[src/rtl/regfile_stream_ctrl_if.sv]
// Register-file bulk access bundle: control, register-file ports and both streams.
// slave = controller side, master = initiator / environment side.
interface regfile_stream_ctrl_if #(
    parameter int DATA_W = 32,
    parameter int ADDR_W = 5
) ();
    logic              i_start;
    logic              i_mode;
    logic              i_abort;
    logic              o_busy;
    logic              o_done;
    logic [ADDR_W-1:0] o_RA;
    logic [DATA_W-1:0] i_BUS_A;
    logic [ADDR_W-1:0] o_RW;
    logic [DATA_W-1:0] o_BUS_W;
    logic              o_WE;
    logic [DATA_W-1:0] o_tdata;
    logic              o_tvalid;
    logic              i_tready;
    logic [DATA_W-1:0] i_tdata;
    logic              i_tvalid;
    logic              o_tready;

    modport slave (
        input  i_start, i_mode, i_abort, i_BUS_A,
        input  i_tready, i_tdata, i_tvalid,
        output o_busy, o_done, o_RA, o_RW, o_BUS_W, o_WE,
        output o_tdata, o_tvalid, o_tready
    );

    modport master (
        output i_start, i_mode, i_abort, i_BUS_A,
        output i_tready, i_tdata, i_tvalid,
        input  o_busy, o_done, o_RA, o_RW, o_BUS_W, o_WE,
        input  o_tdata, o_tvalid, o_tready
    );
endinterface

[src/rtl/regfile_stream_ctrl.sv]
// Bulk DUMP (regfile -> stream) / LOAD (stream -> regfile) initiator.
// Ports: i_clk, i_rst (sync, active high), bus (slave modport of the bundle).
module regfile_stream_ctrl #(
    parameter int DATA_W    = 32,
    parameter int ADDR_W    = 5,
    parameter int NUM_REGS  = 32,
    parameter int FIRST_REG = 0
) (
    input  logic                  i_clk,
    input  logic                  i_rst,
    regfile_stream_ctrl_if.slave  bus
);
    typedef enum logic [2:0] {
        S_IDLE,
        S_RD_ISSUE,
        S_RD_CAPTURE,
        S_SEND,
        S_LOAD,
        S_DONE
    } state_t;

    localparam logic [ADDR_W-1:0] IDX_FIRST = ADDR_W'(FIRST_REG);
    localparam logic [ADDR_W-1:0] IDX_LAST  = ADDR_W'(NUM_REGS - 1);

    state_t            state_q, state_d;
    logic [ADDR_W-1:0] idx_q, idx_d;
    logic [DATA_W-1:0] tdata_q, tdata_d;
    logic              tvalid_q, tvalid_d;
    logic              kill;

    // Reset and abort both suppress any side effect in the current cycle.
    assign kill = i_rst | bus.i_abort;

    always_comb begin
        state_d  = state_q;
        idx_d    = idx_q;
        tdata_d  = tdata_q;
        tvalid_d = tvalid_q;
        unique case (state_q)
            S_IDLE: begin
                if (bus.i_start) begin
                    idx_d   = IDX_FIRST;
                    state_d = bus.i_mode ? S_LOAD : S_RD_ISSUE;
                end
            end
            S_RD_ISSUE: begin
                state_d = S_RD_CAPTURE;
            end
            S_RD_CAPTURE: begin
                tdata_d  = bus.i_BUS_A;
                tvalid_d = 1'b1;
                state_d  = S_SEND;
            end
            S_SEND: begin
                if (bus.i_tready) begin
                    tvalid_d = 1'b0;
                    if (idx_q == IDX_LAST) begin
                        state_d = S_DONE;
                    end else begin
                        idx_d   = idx_q + 1'b1;
                        state_d = S_RD_ISSUE;
                    end
                end
            end
            S_LOAD: begin
                if (bus.i_tvalid) begin
                    if (idx_q == IDX_LAST) begin
                        state_d = S_DONE;
                    end else begin
                        idx_d = idx_q + 1'b1;
                    end
                end
            end
            S_DONE: begin
                state_d = S_IDLE;
            end
            default: begin
                state_d = S_IDLE;
            end
        endcase
        if (bus.i_abort) begin
            state_d  = S_IDLE;
            tvalid_d = 1'b0;
        end
    end

    always_ff @(posedge i_clk) begin
        if (i_rst) begin
            state_q  <= S_IDLE;
            idx_q    <= '0;
            tdata_q  <= '0;
            tvalid_q <= 1'b0;
        end else begin
            state_q  <= state_d;
            idx_q    <= idx_d;
            tdata_q  <= tdata_d;
            tvalid_q <= tvalid_d;
        end
    end

    assign bus.o_busy   = (state_q != S_IDLE) && (state_q != S_DONE);
    assign bus.o_done   = (state_q == S_DONE);
    assign bus.o_RA     = idx_q;
    assign bus.o_RW     = idx_q;
    assign bus.o_BUS_W  = bus.i_tdata;
    assign bus.o_tdata  = tdata_q;
    assign bus.o_tvalid = tvalid_q;
    // tready is gated too so a killed cycle is never seen as an accepted word.
    assign bus.o_tready = (state_q == S_LOAD) && !kill;
    assign bus.o_WE     = (state_q == S_LOAD) && bus.i_tvalid && !kill;
endmodule

[src/flat_wrapper.sv]
// flat-port wrapper written by rule: the top's interface ports become plain ports
module regfile_stream_ctrl_flat 
#(
    parameter int DATA_W    = 32,
    parameter int ADDR_W    = 5,
    parameter int NUM_REGS  = 32,
    parameter int FIRST_REG = 0
)
  (i_clk, i_rst, bus_i_start, bus_i_mode, bus_i_abort, bus_i_BUS_A, bus_i_tready, bus_i_tdata, bus_i_tvalid, bus_o_busy, bus_o_done, bus_o_RA, bus_o_RW, bus_o_BUS_W, bus_o_WE, bus_o_tdata, bus_o_tvalid, bus_o_tready);
  regfile_stream_ctrl_if #(.DATA_W(DATA_W), .ADDR_W(ADDR_W)) bus_i ();
  input  logic i_clk;
  input  logic i_rst;
  input wire logic [$bits(bus_i.i_start)-1:0] bus_i_start;
  input wire logic [$bits(bus_i.i_mode)-1:0] bus_i_mode;
  input wire logic [$bits(bus_i.i_abort)-1:0] bus_i_abort;
  input wire logic [$bits(bus_i.i_BUS_A)-1:0] bus_i_BUS_A;
  input wire logic [$bits(bus_i.i_tready)-1:0] bus_i_tready;
  input wire logic [$bits(bus_i.i_tdata)-1:0] bus_i_tdata;
  input wire logic [$bits(bus_i.i_tvalid)-1:0] bus_i_tvalid;
  output wire logic [$bits(bus_i.o_busy)-1:0] bus_o_busy;
  output wire logic [$bits(bus_i.o_done)-1:0] bus_o_done;
  output wire logic [$bits(bus_i.o_RA)-1:0] bus_o_RA;
  output wire logic [$bits(bus_i.o_RW)-1:0] bus_o_RW;
  output wire logic [$bits(bus_i.o_BUS_W)-1:0] bus_o_BUS_W;
  output wire logic [$bits(bus_i.o_WE)-1:0] bus_o_WE;
  output wire logic [$bits(bus_i.o_tdata)-1:0] bus_o_tdata;
  output wire logic [$bits(bus_i.o_tvalid)-1:0] bus_o_tvalid;
  output wire logic [$bits(bus_i.o_tready)-1:0] bus_o_tready;
  assign bus_i.i_start = bus_i_start;
  assign bus_i.i_mode = bus_i_mode;
  assign bus_i.i_abort = bus_i_abort;
  assign bus_i.i_BUS_A = bus_i_BUS_A;
  assign bus_i.i_tready = bus_i_tready;
  assign bus_i.i_tdata = bus_i_tdata;
  assign bus_i.i_tvalid = bus_i_tvalid;
  assign bus_o_busy = bus_i.o_busy;
  assign bus_o_done = bus_i.o_done;
  assign bus_o_RA = bus_i.o_RA;
  assign bus_o_RW = bus_i.o_RW;
  assign bus_o_BUS_W = bus_i.o_BUS_W;
  assign bus_o_WE = bus_i.o_WE;
  assign bus_o_tdata = bus_i.o_tdata;
  assign bus_o_tvalid = bus_i.o_tvalid;
  assign bus_o_tready = bus_i.o_tready;
  regfile_stream_ctrl #(.DATA_W(DATA_W), .ADDR_W(ADDR_W), .NUM_REGS(NUM_REGS), .FIRST_REG(FIRST_REG)) u_core (.i_clk(i_clk), .i_rst(i_rst), .bus(bus_i));
endmodule
[config.mk]
export PLATFORM = sky130hd
export DESIGN_NAME = regfile_stream_ctrl_flat
export DESIGN_NICKNAME = d
export VERILOG_FILES = /design/src/rtl/regfile_stream_ctrl_if.sv /design/src/rtl/regfile_stream_ctrl.sv /design/src/flat_wrapper.sv
export SDC_FILE = /design/constraint.sdc
export NUM_CORES = 1
export LEC_CHECK = 0
export CORE_ASPECT_RATIO = 0.7
export CORE_UTILIZATION = 36
export CTS_CLUSTER_SIZE = 20
export DETAILED_ROUTE_END_ITERATION = 8
export GPL_TIMING_DRIVEN = 0
export PLACE_DENSITY = 0.85
export SYNTH_ARGS = -nofsm -noshare
export SYNTH_HDL_FRONTEND = slang
export SYNTH_SLANG_ARGS = --single-unit
export TNS_END_PERCENT = 100
[constraint.sdc]
create_clock -name i_clk -period 6.39 [get_ports i_clk]
set_clock_uncertainty 0.1 [all_clocks]
set_input_delay 1.5975 -clock i_clk [delete_from_list [all_inputs] [get_ports i_clk]]
set_output_delay 1.5975 -clock i_clk [all_outputs]
set_load 0.02 [all_outputs]
==> impl_metrics.ini <==
[run_status]
outcome = finished, final reports clean

[synth]
synth_top_area_share_pct = 41.36
synth_cells = 245
async_flop_share_pct = 0
yosysMostFrequentCell = nand2_1
yosysTopAreaCell = dfxtp_1
ys_seq_area_share_pct = 41.36
ys_warn_count = 0
synth_edf_count = 0
synth_cell_type_count = 40
synth-seq-cells = 41
synth_flop_cell = dfxtp_1
ys_top_cells_by_count = 67 x nand2_1, 41 x dfxtp_1, 39 x buf_4, 35 x a21oi_1, 10 x clkbuf_1
synth_top_cells_by_area = dfxtp_1 41%, buf_4 15%, nand2_1 13%
syn_area_per_cell_um2 = 8.100
synth_area_um2 = 1984
syn_nets = 318

[die]
coreArea_um2 = 5285
die_area_um2 = 5818
ios = 150
fp.dieH_um = 64.12
die_x_um = 90.74
start_util_pct = 37.55
rows = 22

[global_route]
grt_pass1_vias = 1958
grt_max_degree = 14
antenna_found_initial = 0
grt_usage_pct = 18.53
gr-total-overflow = 0
grt_pass1_wl_um = 8735

[power]
p_total_w = 0.0005359
peakVddDrop_v = 0.00009991
power.density_nw_per_um2 = 161.3
p_leak_nw = 1.224

[timing]
tns_ns = 0
slew_viol_final = 0
min_period_ns = 4.803
fmax_mhz = 208.2
finalCritPeriodShare_pct = 75.17
worst_pin_slew_ns = 0.5059
finalHoldViolCount = 0
setup_viol = 0
rsz0062_at_grt = false
relSlewSlack_pct = 66.27

[setup_path]
cp-start-kind = input port
reg2regPathDepth = 8
end_kind = output port
path_class = input port to output port
critPathSlowestCell = clkdlybuf4s50_1
cp_common_cell = clkdlybuf4s50_1
cp_cell_sequence = clkdlybuf4s50_1 -> nor3_1 -> and2_1 -> clkdlybuf4s50_1
cp.required_ns = 4.69
crit_fanout = 5
arrival_ns = 3.11
max_stage_delay_ns = 0.60

[min_path]
hold_depth = 2
hp-class = register to register

[final_layout]
drive_gt1_share_pct = 17.07
antennaDiodeCount = 0
final_util_pct = 62.86
nNetsFinal = 441
layout-area-overhead-vs-synth_pct = 67.40

[clock_network]
h-tree-depth = 2
cts_hold_buf = 0
cts_resized = 0
cts_root_buf = clkbuf_8
cts_tree = built
clock_path_buffers = 2
cts_setup_buffers = 0
clk_pin_slew_worst_paths_ns = 0.08
numCtsBuffers = 5
worstSkewPairLatency_ns = 0.29
cts_sinks = 41

[placed_design]
portBuffers = 116
hpwlAfterDp_um = 4130
gp_congestion = 0.8037

[drt]
post_drt_wl_per_cell_um = 11.95
via_per_inst = 4.676
ant_nets = 0
wl_um = 5268
drtIter0Drc = 97
first_pass_iters = 4
vias = 2062
drc = 0

[flow_run]
maxCapViolCount = 0
worst paths after layout:
kind | from | endpoint | slack, ns
setup / recovery | bus_i_abort | bus_o_WE | 1.59
hold reg to reg | u_core.bus.o_tdata[6]$_SDFFE_PP0P_ | u_core.bus.o_tdata[6]$_SDFFE_PP0P_ | 0.35
hold / removal | u_core.bus.o_tdata[6]$_SDFFE_PP0P_ | u_core.bus.o_tdata[6]$_SDFFE_PP0P_ | 0.35
setup reg to reg | u_core.bus.o_RA[0]$_SDFFE_PP0P_ | u_core.bus.o_RA[2]$_SDFFE_PP0P_ | 4.12
cells by family (layout without fill, tap and decap cells):
group,count (synthesis),count (layout),share of synthesized area (%)
fa+ha+maj,2,2,1.261
flops,41,41,41.36
simple gates,92,92,21.38
mux,1,1,0.5044
buf+inv,55,179,17.97
compound gates,54,54,17.53
per-stage QoR:
stage / instances / setup slack, ns / instance area (µm²) / hold WS, ns
detailed placement: 433 / 1.587 / 3236 / 0.3476
global placement: 433 / 1.588 / 3236 / 0.3406
floorplan: 245 / 2.061 / 1984 / 0.4335
CTS: 441 / 1.572 / 3322 / 0.3591
global route: 441 / 1.459 / 3322 / 0.3776
finish: 441 / 1.587 / 3322 / 0.3547
report_power, final:
part	switching, W	total, W	internal (W)
clock	0.0000893	0.000165	0.0000754
combinational	0.0000457	0.000111	0.0000648
sequential	0.00000234	0.000261	0.000258
sequential cells by signal, summed over array words and instances (netlist names):
| name | count |
|---|---|
| u_core.bus.o_tvalid | 1 |
| u_core.bus.o_RA | 5 |
| u_core.bus.o_tdata | 32 |
| u_core.state_q | 3 |
area by class of cell:
type,instances,area (µm²)
sequential,41,820.8
inverter,3,11.26
clock buffer,5,68.82
timing repair buffer,116,1161
buffer,52,345.3
fill,493,1963
multi-input combinational,149,807.0
clock inverter,3,17.52
tap,72,90.09
cells in the final DEF (no fill, tap or decap), drive strengths merged, types with 2 or more instances in the layout:
master	instances
clkdlybuf4s50	116
nand2	67
dfxtp	41
clkinv	2
buf	42
nand4	2
or3	3
ha	2
o21ai	5
o32ai	2
a211oi	2
a21oi	35
inv	3
nand3	2
o21ba	2
nor3	5
clkbuf	15
nor2	2
or3b	2
worst max-delay path, delay by kind of cell:
family	cells	cell delay, ns
buf+inv	2	1.09
simple gates	2	0.42
layer usage:
metal  track usage [%]  part of all wire (%)  vias to the layer above  wire [µm]
met1             20.66                    41                      952       2186
met2             32.95                    49                       77       2599
met4             5.040                  0.57                        0         30
li1                  -                     -                     1028          -
met3             7.262                   8.6                        5        452
met5                 0                     0                        -          0
Power figures use the tool's default switching activity.
